===== config.mk =====
export PLATFORM = sky130hd
export DESIGN_NAME = des
export DESIGN_NICKNAME = d
export VERILOG_FILES = /design/src/rtl/des.sv
export SDC_FILE = /design/constraint.sdc
export NUM_CORES = 2
export LEC_CHECK = 0
export ABC_AREA = 1
export BUFFER_PORTS_ARGS = -buffer_cell sky130_fd_sc_hd__buf_2
export CORE_ASPECT_RATIO = 0.9
export CORE_UTILIZATION = 64
export CTS_CLUSTER_SIZE = 24
export DETAILED_ROUTE_END_ITERATION = 16
export PLACE_DENSITY = 0.91
export SLEW_MARGIN = 5
export SYNTH_ARGS = -nofsm -noshare
export SYNTH_HDL_FRONTEND = slang
export SYNTH_SLANG_ARGS = --single-unit
export TNS_END_PERCENT = 5

===== constraint.sdc =====
create_clock -name clk_i -period 6.6 [get_ports clk_i]
set_input_delay 0 -clock clk_i [delete_from_list [all_inputs] [get_ports clk_i]]
set_output_delay 0 -clock clk_i [all_outputs]
set_load 0.05 [all_outputs]

===== src/rtl/des.sv =====
// -----------------------------------------------------------------------------
// des : 16x16 Conway's Game of Life evolution engine.
//
// Holds a 256-cell board in a register. The board is loaded from a parallel
// seed input and advances one generation on every enabled clock edge. Cells
// outside the 16x16 area are treated as permanently dead; there is no
// wrap-around. The next board is computed combinationally from the current
// board, so all 256 cells update together on the same edge.
//
// Ports
//   clk_i    : sole clock, rising-edge active
//   rst_ni   : asynchronous, active-low reset; clears board and counter
//   grid_i   : seed pattern, cell (r,c) = bit r*16+c
//   load_i   : load grid_i into the board and clear the counter (wins over run)
//   run_i    : advance one generation and increment the counter
//   q_o      : current board (registered), same mapping as grid_i
//   gen_o    : generation counter (registered), wraps 0xFFFF -> 0x0000
// -----------------------------------------------------------------------------
module des (
  input  logic         clk_i,
  input  logic         rst_ni,
  input  logic [255:0] grid_i,
  input  logic         load_i,
  input  logic         run_i,
  output logic [255:0] q_o,
  output logic [15:0]  gen_o
);

  logic [255:0] board_q, board_d;
  logic [15:0]  gen_q, gen_d;
  logic [255:0] board_next;

  // Apply the survival/birth rule to every cell. Neighbour positions that fall
  // outside 0..15 in either axis are simply skipped, which makes the border
  // behave as a ring of dead cells.
  function automatic logic [255:0] life_next(input logic [255:0] b);
    logic [255:0] nb;
    logic [3:0]   cnt;
    int           rr;
    int           cc;
    nb = '0;
    for (int r = 0; r < 16; r++) begin
      for (int c = 0; c < 16; c++) begin
        cnt = 4'd0;
        for (int dr = -1; dr <= 1; dr++) begin
          for (int dc = -1; dc <= 1; dc++) begin
            rr = r + dr;
            cc = c + dc;
            if (!(dr == 0 && dc == 0) && rr >= 0 && rr < 16 && cc >= 0 && cc < 16) begin
              cnt = cnt + {3'b000, b[rr*16 + cc]};
            end
          end
        end
        nb[r*16 + c] = (cnt == 4'd3) || (b[r*16 + c] && (cnt == 4'd2));
      end
    end
    return nb;
  endfunction

  assign board_next = life_next(board_q);

  // Load has priority; run evolves; otherwise hold.
  always_comb begin
    board_d = board_q;
    gen_d   = gen_q;
    if (load_i) begin
      board_d = grid_i;
      gen_d   = 16'h0000;
    end else if (run_i) begin
      board_d = board_next;
      gen_d   = gen_q + 16'h0001;
    end
  end

  always_ff @(posedge clk_i or negedge rst_ni) begin
    if (!rst_ni) begin
      board_q <= '0;
      gen_q   <= 16'h0000;
    end else begin
      board_q <= board_d;
      gen_q   <= gen_d;
    end
  end

  assign q_o   = board_q;
  assign gen_o = gen_q;

endmodule


==> impl_metrics.yaml <==
run_status:
  outcome: "finished clean"
grt:
  first_global_vias: 49040
  grt_max_degree: 158
  track_usage_pct: 45.15
  grt_overflow_total: 0
  grt_pass1_wl_mm: 266.9
  antenna_found_initial: 14
cts:
  cts_buffer_depth: 3
  cts.sinks: 272
  clkTransAtPathRegs_ns: 0.06
  cts-root-buf: "clkbuf_16"
  cts-htree-levels: 2
  ctsHoldBuffers: 299
  clk_latency_ns: 0.62
  cts_tree: "yes"
  numCtsBuffers: 40
  ctsResizeCount: 0
  postCtsSetupRepairBufs: 0
synthesis:
  ys_ff_latch: 272
  synthArstFlopShare_pct: 100.0
  synth_edf_count: 0
  yosys-top-cells-area: "fa_1 37%, ha_1 17%, dfrtp_1 14%"
  synth_top_cell_by_area: "fa_1"
  yosys_warnings: 0
  synth-main-ff-cell: "dfrtp_1"
  yosys.area.top_type_share_pct: 36.94
  syn-cell-area_mm2: 0.04878
  syn_area_per_cell_um2: 9.346
  ys_top_cells_by_count: "1413 x inv_1, 900 x fa_1, 648 x ha_1, 586 x nand2_1, 272 x dfrtp_1"
  syn_nets: 7027
  ys_seq_area_share_pct: 13.95
  synthCells: 5219
  synth_cell_type_count: 33
  yosysMostFrequentCell: "inv_1"
layout:
  layout.nets: 7820
  final_layout_size_suffix_gt1_share_pct: 10.91
  area_growth_syn_to_layout_pct: 16.17
  design_area_mm2: 0.05667
  n_fill_cell: 4263
routing:
  vias: 44760
  drt-total-wl_mm: 171.5
  drc: 0
  drt_iter0_drc: 5323
  avgViaCountPerCell: 6.327
  wl_per_cell_um: 24.24
  detail_route.first_pass.iterations: 9
  ant_nets: 0
critical_path:
  path_cells: "inv_1, fa_1, fa_1, fa_1, inv_1, ha_1, fa_1, inv_1, nor2_1, nand4_1, nand2_1, dlygate4sd3_1"
  setup.worst_path.start_class: "flip-flop"
  crit_slowest_cell: "dlygate4sd3_1"
  critPathCaptureType: "flip-flop"
  path_common_cell: "fa_1"
  critPathLaunch: "q_o[69]$_DFFE_PN0P_"
  path_class: "reg2reg"
  worstPathMaxFanout: 7
  critPathRequiredTime_ns: 7.14
  rr_startpoint: "q_o[69]$_DFFE_PN0P_"
  arrival_ns: 4.83
  max_stage_delay_ns: 0.56
floorplanning:
  die_y_um: 263.9
  io_pins: 532
  coreArea_mm2: 0.07500
  die_x_um: 293.0
  die-area_mm2: 0.07733
  rows: 95
  initial_utilization_pct: 65.04
placement:
  gp_congestion: 0.9634
  dp_hpwl_mm: 113.8
  portBuffers: 531
  place_area_mm2: 0.05234
timing:
  slew_headroom_pct: 23.50
  fin_crit_sh_pct: 64.95
  tightest_slew_ns: 1.148
  finalHoldViolations: 0
  setup_viol: 0
  layout_min_cycle_time_ns: 4.287
  fin_tns_setup_ns: 0
  drv_slew: 0
  fin_worst_skew_ns: 0.04919
  rsz0062_at_grt: "false"
  clock.fmax_mhz: 233.3
worst_hold_path:
  hold_path.class: "in2async"
job:
  drv_cap: 0
-- critical path, delay by kind of cell, from the launching register on --
kind | cells | cell delay [ns]
buffers and inverters | 4 | 1.13
adders and majority gates | 5 | 2.28
DFF | 1 | 0.46
and+or+nand+nor | 3 | 0.35
-- registers in the layout, indices dropped and copies added, names as in the netlist --
register,cells
gen_o,16
q_o,256
-- per-stage QoR --
step,util (%),hold slack (ns),instances,worst slack [ns]
6_report,75.55,0.03553,7074,2.313
3_5_place_dp,69.78,0.05963,6689,2.950
2_1_floorplan,-,-0.2956,5219,2.976
3_3_place_gp,69.78,0.05926,6689,3.019
4_1_cts,75.51,0.01789,7061,2.440
5_1_grt,75.53,0.06789,7066,2.217
-- worst paths after layout --
kind	cells after the start	to	slack, ns
min reg2reg	2	gen_o[15]$_DFFE_PN0P_	0.55
max in group asynchronous	3	q_o[23]$_DFFE_PN0P_	5.06
min in group clk_i	3	q_o[127]$_DFFE_PN0P_	0.07
max reg2reg	12	q_o[85]$_DFFE_PN0P_	2.31
min	2	q_o[197]$_DFFE_PN0P_	0.04
max	12	q_o[85]$_DFFE_PN0P_	2.31
-- final cells by class --
class,instances,area (µm²),area share [%]
clock inverters,6,62.56,0.1104
inverters,1416,5321,9.391
multi-input cells,3438,36130,63.75
clock buffers,67,1244,2.195
diodes,13,32.53,0.05741
repair buffers,844,5801,10.24
well taps,1018,1274,2.248
flip-flops and latches,272,6807,12.01
-- placed cells by master, fill, tap and decap left out, drive strengths merged, types with 17 or more instances in the layout --
master          n
inv          1417
fa            900
ha            648
nand2         587
buf           545
dlygate4sd3   299
dfrtp         272
nor2          270
a22oi         232
nand3b        212
nand4         186
a21oi         151
o21ai          87
clkbuf         67
or2            48
o22ai          42
o221ai         18
nand3          17
-- cell families after synthesis --
| family | share of synthesized area, % |
|---|---|
| adder cells (fa/ha/maj) | 53.56 |
| buffers and inverters | 11.99 |
| AND/OR/NAND/NOR | 13.25 |
| AO/OA/AOI/OAI | 7.256 |
| flip-flops | 13.95 |
-- layer usage --
layer  up-vias  routed length, µm  GRT usage (%)
li1      18050                  -              -
met2      3904              76350          69.34
met3      1408              24530          17.46
met4         8              16850          36.82
met5         -                 56         0.3127
met1     21390              53710          49.86
Power is left out: the tool's default activity adds up to more than one toggle a clock period on the data nets, which glitch-free logic cannot reach.
